--- src/rtl/fault_test_sequencer.sv ---
// Clocked stuck-at test applicator: stores test vectors, drives them onto a true and a
// faulty circuit, and counts/locates the vectors whose two responses disagree.
module fault_test_sequencer #(
    parameter int VEC_W  = 3,
    parameter int DEPTH  = 8,
    parameter int SETTLE = 1,
    localparam int CNT_W = $clog2(DEPTH + 1),
    localparam int IDX_W = $clog2(DEPTH)
) (
    input  logic             clk,
    input  logic             rst_n,
    input  logic             load_valid,
    input  logic [VEC_W-1:0] load_data,
    output logic             load_ready,
    input  logic             clear,
    input  logic             start,
    output logic [VEC_W-1:0] vec_out,
    input  logic             true_in,
    input  logic             fault_in,
    output logic             busy,
    output logic             done,
    output logic             detected,
    output logic [CNT_W-1:0] detect_count,
    output logic [IDX_W-1:0] first_idx,
    output logic [CNT_W-1:0] vec_count
);

    localparam int SET_W = (SETTLE > 1) ? $clog2(SETTLE) : 1;

    typedef enum logic [1:0] {
        S_IDLE = 2'd0,
        S_RUN  = 2'd1,
        S_DONE = 2'd2
    } state_t;

    state_t           state_q, state_d;
    logic [VEC_W-1:0] mem_q [DEPTH];
    logic [CNT_W-1:0] vec_count_q, vec_count_d;
    logic [CNT_W-1:0] detect_count_q, detect_count_d;
    logic [IDX_W-1:0] idx_q, idx_d;
    logic [IDX_W-1:0] first_idx_q, first_idx_d;
    logic [SET_W-1:0] settle_q, settle_d;
    logic [VEC_W-1:0] vec_out_q, vec_out_d;
    logic             busy_q, busy_d;
    logic             done_q, done_d;
    logic             detected_q, detected_d;

    logic load_ready_s;
    logic load_fire_s;
    logic last_s;
    logic mismatch_s;

    assign load_ready_s = (state_q == S_IDLE) && (vec_count_q < CNT_W'(DEPTH)) && !start && !clear;
    assign load_fire_s  = load_valid && load_ready_s;
    assign last_s       = ((CNT_W'(idx_q) + CNT_W'(1)) == vec_count_q);
    assign mismatch_s   = true_in ^ fault_in;

    // Next-state and result computation for the run controller.
    always_comb begin
        state_d        = state_q;
        vec_count_d    = vec_count_q;
        detect_count_d = detect_count_q;
        idx_d          = idx_q;
        first_idx_d    = first_idx_q;
        settle_d       = settle_q;
        vec_out_d      = vec_out_q;
        busy_d         = busy_q;
        done_d         = 1'b0;
        detected_d     = detected_q;

        case (state_q)
            S_IDLE: begin
                if (clear) begin
                    vec_count_d = '0;
                end else if (start) begin
                    detected_d     = 1'b0;
                    detect_count_d = '0;
                    first_idx_d    = '0;
                    if (vec_count_q == '0) begin
                        state_d = S_DONE;
                        done_d  = 1'b1;
                        busy_d  = 1'b0;
                    end else begin
                        idx_d     = '0;
                        vec_out_d = mem_q[0];
                        settle_d  = SET_W'(SETTLE - 1);
                        busy_d    = 1'b1;
                        state_d   = S_RUN;
                    end
                end else if (load_fire_s) begin
                    vec_count_d = vec_count_q + CNT_W'(1);
                end else begin
                    vec_count_d = vec_count_q;
                end
            end
            S_RUN: begin
                if (settle_q != '0) begin
                    settle_d = settle_q - SET_W'(1);
                end else begin
                    // Final settle edge: the response of the held vector is valid now.
                    if (mismatch_s) begin
                        detect_count_d = detect_count_q + CNT_W'(1);
                        if (!detected_q) begin
                            first_idx_d = idx_q;
                            detected_d  = 1'b1;
                        end else begin
                            first_idx_d = first_idx_q;
                        end
                    end else begin
                        detect_count_d = detect_count_q;
                    end
                    if (!last_s) begin
                        idx_d     = idx_q + IDX_W'(1);
                        vec_out_d = mem_q[idx_q + IDX_W'(1)];
                        settle_d  = SET_W'(SETTLE - 1);
                    end else begin
                        state_d = S_DONE;
                        busy_d  = 1'b0;
                        done_d  = 1'b1;
                    end
                end
            end
            S_DONE: begin
                state_d = S_IDLE;
            end
            default: begin
                state_d = S_IDLE;
                busy_d  = 1'b0;
            end
        endcase
    end

    // Control and result registers.
    always_ff @(posedge clk or negedge rst_n) begin
        if (!rst_n) begin
            state_q        <= S_IDLE;
            vec_count_q    <= '0;
            detect_count_q <= '0;
            idx_q          <= '0;
            first_idx_q    <= '0;
            settle_q       <= '0;
            vec_out_q      <= '0;
            busy_q         <= 1'b0;
            done_q         <= 1'b0;
            detected_q     <= 1'b0;
        end else begin
            state_q        <= state_d;
            vec_count_q    <= vec_count_d;
            detect_count_q <= detect_count_d;
            idx_q          <= idx_d;
            first_idx_q    <= first_idx_d;
            settle_q       <= settle_d;
            vec_out_q      <= vec_out_d;
            busy_q         <= busy_d;
            done_q         <= done_d;
            detected_q     <= detected_d;
        end
    end

    // Vector storage; contents beyond vec_count are don't-care, so no reset.
    always_ff @(posedge clk) begin
        if (load_fire_s) begin
            mem_q[vec_count_q[IDX_W-1:0]] <= load_data;
        end
    end

    assign load_ready   = load_ready_s;
    assign vec_out      = vec_out_q;
    assign busy         = busy_q;
    assign done         = done_q;
    assign detected     = detected_q;
    assign detect_count = detect_count_q;
    assign first_idx    = first_idx_q;
    assign vec_count    = vec_count_q;

endmodule
--- config.mk ---
export PLATFORM = sky130hd
export DESIGN_NAME = fault_test_sequencer
export DESIGN_NICKNAME = d
export VERILOG_FILES = /design/src/rtl/fault_test_sequencer.sv
export SDC_FILE = /design/constraint.sdc
export NUM_CORES = 1
export LEC_CHECK = 0
export ABC_CLOCK_PERIOD_IN_PS = 3700
export CORE_AREA = 8 8 62 85
export CTS_CLUSTER_SIZE = 28
export DETAILED_ROUTE_END_ITERATION = 6
export DIE_AREA = 0 0 70 93
export PLACE_DENSITY = 0.78
export SLEW_MARGIN = 30
export SYNTH_ARGS = -nofsm -noshare
export SYNTH_HDL_FRONTEND = slang
export SYNTH_SLANG_ARGS = --single-unit
export TNS_END_PERCENT = 1
--- constraint.sdc ---
create_clock -name clk -period 3.7 [get_ports clk]
set_clock_uncertainty 0.2 [all_clocks]
set_input_delay 0.555 -clock clk [delete_from_list [all_inputs] [get_ports clk]]
set_output_delay 0.555 -clock clk [all_outputs]
set_load 0.005 [all_outputs]
After elaboration in Yosys (flattened, before gate mapping)
Memories as Yosys holds them, arrays and structs flattened.
Cells that the tools add are included.

operators by class
  $lt $le $gt $ge = 1
  bitwise logic cells = 2
  add/subtract/negate cells = 5
  equal/unequal tests = 12
  reduce and logical (&&, ||, !) cells = 17
  multiplexer cells = 56

operator list
  cell                 count
  $mux 3               15
  $mux 4               7
  $mux 1               20
  $ne 2x2->1 const B   9
  $pmux 3 s2           3
  $reduce_and 6->1     2
  $mux 2               5
  $reduce_and 5->1     2
  $add 4x1->4 const B  2
  $pmux 4 s2           1
  $reduce_and 4->1     2
  $pmux 1 s2           3
  $add 3x1->4 const B  1
  $eq 4x4->1           1
  $logic_and 1x1->1    4
  $logic_not 4->1      1
  $lt 4x4->1 const B   1
  $pmux 2 s2           1
  $reduce_bool 2->1    2
  $add 3x1->3 const B  1
  $pmux 1 s3           1
  $reduce_and 3->1     1
  $eq 2x1->1 const B   1
  $eq 2x2->1 const B   1
  5 further kinds      6

storage, ports and cells
  bits in writable memories = 24
  register bits after elaboration = 23
  memories kept = 1
  output and inout port bits = 18

memory list
  name   words  width  read ports  clocked after memory_dff  wr ports  line  text
  mem_q  8      3      2           0                         1         37    logic [VEC_W-1:0] mem_q [DEPTH];

Depth between registers and ports, before layout
  word-level depth = 8
  depth in mapped cells = 7
  gate-level depth less buffers = 7

Worst setup path after synthesis
OpenSTA, ideal clock, no wires.

  kind = reg2reg
  from = register idx_q[0]
  to = register vec_out_q[1], in the netlist vec_out[1]
  data required time = 3.375 ns
  path buffers = 1
  setup slack = 1.407 ns
  period minus slack after synthesis = 2.293 ns
  data arrival time = 1.968 ns
  cell stages (with the launch flop) = 7
  path through = dfrtp_1 ha_1 buf_6 mux4_2 nand2b_1 a32o_1 mux2_4

between the ends
  longest elaborated chain between the ends = 5
  elaborated cells on any way between the ends = 9
  classes of those cells = add/sub (2); eq/ne (2); mux (3); reduce/logical (1); memory (1)

RTL lines
  item                    line  text
  from (decl)             40    logic [IDX_W-1:0] idx_q, idx_d;
  from (signal assigned)  150   idx_q <= idx_d;
  $add 3x1->3             114   vec_out_d = mem_q[idx_q + IDX_W'(1)];
  $mem_v2 8x3             -
  $mux 3                  112   if (!last_s) begin
  $mux 3                  97    if (settle_q != '0) begin
  $pmux 3 s2              71    case (state_q)
  to (signal assigned)    153   vec_out_q <= vec_out_d;
  to (decl)               43    logic [VEC_W-1:0] vec_out_q, vec_out_d;

Parallel ways exist; a longest one is shown, timed or not. The select of a mux whose other input is x is not followed.
A chain may end at the register's enable or synchronous reset.

Worst setup path in the final report
  from = register idx_q[0]
  to = register vec_out_q[0], in the netlist vec_out[0]

Same word-level chain as after synthesis.

==> results.ini <==
[cts]
cts_buffers = 5
cts_hold_buf = 0
insertion_delay_ns = 0.30
clk_pin_slew_ns = 0.09
cts_setup_buffers = 0
clock_sinks = 46
cts-root-buf = clkbuf_8
ctsResizeCount = 0
ctsLongestPathBuffers = 2
htreeDepth = 2
cts_tree = yes

[cells_and_area]
area_growth_pct = 18.5
fillCellCount = 313
fin_util = 0.624
multi_input_area_um2 = 807
layout.nets = 208
layout.cells.non_filler = 240
layout-drive-gt1-share = 0.108
design_area_um2 = 2540
regArea_um2 = 1270
antenna_cells = 0

[synth]
synth_commonest_cells = edfxtp_1, dfrtp_1, nor2_1
yosys.area.top_type_share = 0.337
synth_edf_count = 24
yosysMostFrequentCell = edfxtp_1
ys_top_cells_by_area = edfxtp_1, dfrtp_1, mux2i_1, nor2_1, mux2_2
yosysUniqueCellTypes = 36
synth.net_count = 179
ys.flop_type = edfxtp_1
synth.largest_area_cell = edfxtp_1
synthArstFlopShare = 0.478
yosys_warnings = 0
avgSynthCellArea_um2 = 13.0
synthCells = 165
ys_ff_latch = 46
syn-cell-area_um2 = 2140
ys_seq_area_frac = 0.594

[worst_setup_path]
rr_worst_depth = 5
slowest_stage = ha_1
cp_max_fo = 12
reg2reg_slack_ns = 0.87
r2r_start = idx_q[0]$_DFFE_PN0P_
cpPeakStageDelay_ns = 0.70
cp.arrival_ns = 2.82
cp_cell_sequence = ha_1 > mux4_1 > nand2b_1 > a32o_1 > mux2_2
crit_type = flip-flop to flip-flop
critical_path_required_ns = 3.69
startpoint_type = flip-flop
critPathTopFamily = multiplexers
endpoint_kind = flip-flop
reg2reg_to = vec_out[0]$_DFFE_PN0P_
cp_num_buf_inv = 0

[detailed_routing]
avgViaCountPerCell = 5.61
route.detailed.drc = 0
antenna_left = 0
num_vias = 1347
firstDrtPassIters = 4
drtIter0Drc = 38
routed_wl_um = 3950
wire_per_inst_um = 16.5

[sta]
min_period_ns = 2.83
slew_violations = 0
rsz0062_at_grt = false
fin_ws_ns = 0.870
slew_headroom = 0.603
setup_tns_ns = 0
fmax_ghz = 0.353
finalHoldViolCount = 0
setup_viol_count_final = 0
whs_ns = 0.00829
period_share = 0.765
worst_pin_slew_ns = 0.596

[floorplan]
start_util = 0.526
die_w_um = 70
io_pins = 28
die_h_um = 93
die_area_um2 = 6510
coreArea_um2 = 4060
rows = 28

[global_routing]
grt_pass1_vias = 1428
antenna_found_initial = 0
track_usage = 0.132
grt-ovfl-total = 0
grt_pass1_wl_um = 6870
grt_max_degree = 23

[power_and_ir_drop]
share_clk_of_total_power = 0.340
finalPower_mw = 1.10
p_seq_frac = 0.538
leakage_nw = 0.984
p_sw_uw = 242
combinationalPowerShare = 0.122
p_int_uw = 855
swShare = 0.221
peakVddDrop_v = 0.000368
powerDensity_nw_per_um2 = 432

[outcome]
status = finished clean

[place]
postPlaceCellArea_um2 = 2430
io_buffers = 27
pre_cts_ws_ns = 0.873
place.gp.congestion = 0.784
dp_hpwl_um = 3040
dp_cells = 232

[flow_run]
drv_cap = 0

[worst_hold_path]
min_path_type = input pin to async pin

-- worst max-delay path by stage --
stage / slack (ns) / from / depth (start not counted) / endpoint
2_1_floorplan: 1.41 / idx_q[0]$_DFFE_PN0P_ / 6 / vec_out[1]$_DFFE_PN0P_
3_3_place_gp: 0.92 / clear / 3 / load_ready
3_5_place_dp: 0.87 / idx_q[0]$_DFFE_PN0P_ / 5 / vec_out[0]$_DFFE_PN0P_
4_1_cts: 0.85 / idx_q[0]$_DFFE_PN0P_ / 5 / vec_out[0]$_DFFE_PN0P_
5_1_grt: 0.78 / idx_q[0]$_DFFE_PN0P_ / 5 / vec_out[0]$_DFFE_PN0P_
6_report: 0.87 / idx_q[0]$_DFFE_PN0P_ / 5 / vec_out[0]$_DFFE_PN0P_
-- cells in the final DEF (no fill, tap or decap) --
master	count
a211oi_1	2
a21o_1	1
a21oi_1	6
a22o_1	3
a22oi_1	1
a32o_1	3
buf_2	1
bufinv_16	1
clkbuf_8	5
clkdlybuf4s50_1	26
clkinvlp_4	2
dfrtp_1	22
edfxtp_1	24
ha_1	4
inv_1	6
mux2_2	5
mux2_4	2
mux2i_1	8
mux4_1	1
mux4_2	2
nand2_1	14
nand2b_1	6
nand3_1	8
nor2_1	18
nor2b_1	3
nor3_1	3
nor3b_1	1
nor4b_4	1
o211a_1	1
o21a_1	2
o21ai_0	2
o21ai_4	1
o21bai_1	1
o22ai_1	2
xnor2_1	3
xnor2_2	1
xor2_1	3
-- routing by layer --
metal | global-route usage | wire (um)
met1 | 0.128 | 1480
met2 | 0.250 | 2220
met3 | 0.0435 | 179
met4 | 0.0555 | 72
met5 | 0 | 0
-- cell families after synthesis --
group	synth area share
AO/OA/AOI/OAI	0.0877
XOR/XNOR	0.0322
adder cells (fa/ha/maj)	0.0234
buffers and inverters	0.0287
flip-flops	0.594
multiplexers	0.111
AND/OR/NAND/NOR	0.123
-- flip-flops by register name, summed over array words and instances (netlist names) --
name,cells
mem_q,24
detect_count,4
vec_count,4
first_idx,3
idx_q,3
vec_out,3
state_q,2
busy,1
detected,1
done,1
-- cell type report --
type	instances	area share
Sequential cell	46	0.501
Multi-Input combinational cell	108	0.318
Timing Repair Buffer	27	0.105
Clock buffer	5	0.0271
Tap cell	45	0.0222
Clock inverter	3	0.0178
Inverter	6	0.00888
-- power groups by stage --
stage / Sequential (mW) / Combinational (mW) / Clock (mW)
after floorplan: 0.602 / 0.0464 / 0
after global placement: 0.600 / 0.133 / 0
after detailed placement: 0.602 / 0.138 / 0
after CTS: 0.591 / 0.138 / 0.377
after global routing: 0.595 / 0.151 / 0.400
final: 0.590 / 0.134 / 0.373
(Power assumes the default switching activity.)
==> edit, RTL diff (same flow settings) <==
Register the output `vec_count` once more, with the module's reset; this adds one clock of latency there. The other outputs are not delayed to match.
--- a/src/rtl/fault_test_sequencer.sv
+++ b/src/rtl/fault_test_sequencer.sv
@@ -171,6 +171,12 @@
     assign detected     = detected_q;
     assign detect_count = detect_count_q;
     assign first_idx    = first_idx_q;
-    assign vec_count    = vec_count_q;
+    always_ff @(posedge clk or negedge rst_n) begin
+        if (!rst_n) begin
+            vec_count <= '0;
+        end else begin
+            vec_count <= vec_count_q;
+        end
+    end
 
 endmodule
Check against the original RTL: not equivalent (Yosys sat finds a counterexample within 4 cycles, from zero or initial values and one cycle with rst_n low).
==> edit against the original RTL <==
Synthesized cell count increased by 6.1%. Worst setup slack improved by 150 ps. Sequential cell count increased by 4. Routed wire length increased by 13%. Design area increased by 4.4%. Final cell count increased by 4.6%. Core utilization increased by 2.8 points. Area after synthesis increased by 5.1%. Sequential share of layout area increased by 1.6 points. Register-to-register slack improved by 270 ps. Critical endpoint is now load_ready. Largest cell class unchanged.
Power is not compared: it rests on default switching activity, and its combinational part moved more than twofold at a synthesized area within 25%.
==> edit: results <==
[clock_tree]
cts.path.max_buffers = 2
cts_buffers = 5
root_buffer = "clkbuf_8"
cts_resized = 0
clk_latency_ps = 310

[global_routing]
globalRouteMet3Util_pct = 3.82
grtUsageMet2_pct = 27.9
grtUsageMet1_pct = 13.4
grt_pass1_vias = 1543
grt_use_total_pct = 14.5
grt_max_degree = 27
grt_pass1_wl_mm = 7.53

[power]
p_clk_w = 0.000376
vdd_drop_max_uv = 529
pwr-share-seq_pct = 44.5
intPower_w = 0.00115
power-top-group = "registers"
p_total_w = 0.00168
p_leak_nw = 1.05

[logic_synthesis]
yosys.area_share.xor_xnor_pct = 3.56
synth.most_common_cell = "dfrtp_1"
synth_mux_area_share_pct = 9.52
ys_async_sr_fraction_pct = 52.0
synth_cell_type_count = 43
postSynthAreaPerCell_um2 = 12.8
ys_seq_elements = 50
synth_area_leaders = "edfxtp_1 32%, dfrtp_1 29%, mux2i_1 4.0%"
synth_compound_area_share_pct = 9.68
yosysWarnings = 0
seq_area_frac_synth_pct = 61.0
synth_common_cells = "26 x dfrtp_1, 24 x edfxtp_1, 23 x nand2_1"
syn-num-nets = 189
synth_fa_ha_area_share_pct = 2.23

[place]
dp.cells = 243
placed_area_um2 = 2540
dp_slack_ps = 1020
dp_hpwl_mm = 3.48
place_congestion = 0.824

[final_layout]
nets = 219
fill_cells = 309
drive_above_1_share_pct = 7.28
postLayoutCoreUtil_pct = 65.2

[setup_path]
cp_max_fo = 11
critPathMaxStageDelay_ps = 550
slowest_stage = "clkdlybuf4s50_1"
critPathArrivalTime_ps = 1930
crit_family = "buffers and inverters"

[sta]
worst_slew_pin_slew_ps = 556

[routing]
first_iter_violations = 128
dr_wl_met3_um = 160
wl_met1_mm = 1.66
wl_met2_mm = 2.49
routed.top_layer = "met4"
routedWlPerCell_um = 17.8
via_per_inst = 5.74
finalWirelength_mm = 4.47

[worst_hold_path]
hold_class = "input port to async pin"

[outcome]
status = "finished clean"
-- edit: layout make-up --
cell class | instances | share of cell area, %
clock buffer | 7 | 2.88
clock inverter | 1 | 1.13
inverter | 8 | 1.13
multi-input combinational | 113 | 30.9
sequential | 50 | 51.8
tap | 45 | 2.13
timing repair buffer | 27 | 10.0
-- edit: worst paths after layout --
check / end / cells after the start / start / slack [ps]
setup / recovery: load_ready / 4 / state_q[0]$_DFFE_PN0P_ / 1020
hold / removal: vec_count_q[2]$_DFFE_PN0P_ / 1 / rst_n / 20
setup reg to reg: vec_out[1]$_DFFE_PN0P_ / 6 / idx_q[0]$_DFFE_PN0P_ / 1140
hold reg to reg: vec_count[0]$_DFF_PN0_ / 0 / vec_count_q[0]$_DFFE_PN0P_ / 310
max in group asynchronous: first_idx[0]$_DFFE_PN0P_ / 1 / rst_n / 2910
min in group clk: vec_count[0]$_DFF_PN0_ / 0 / vec_count_q[0]$_DFFE_PN0P_ / 310
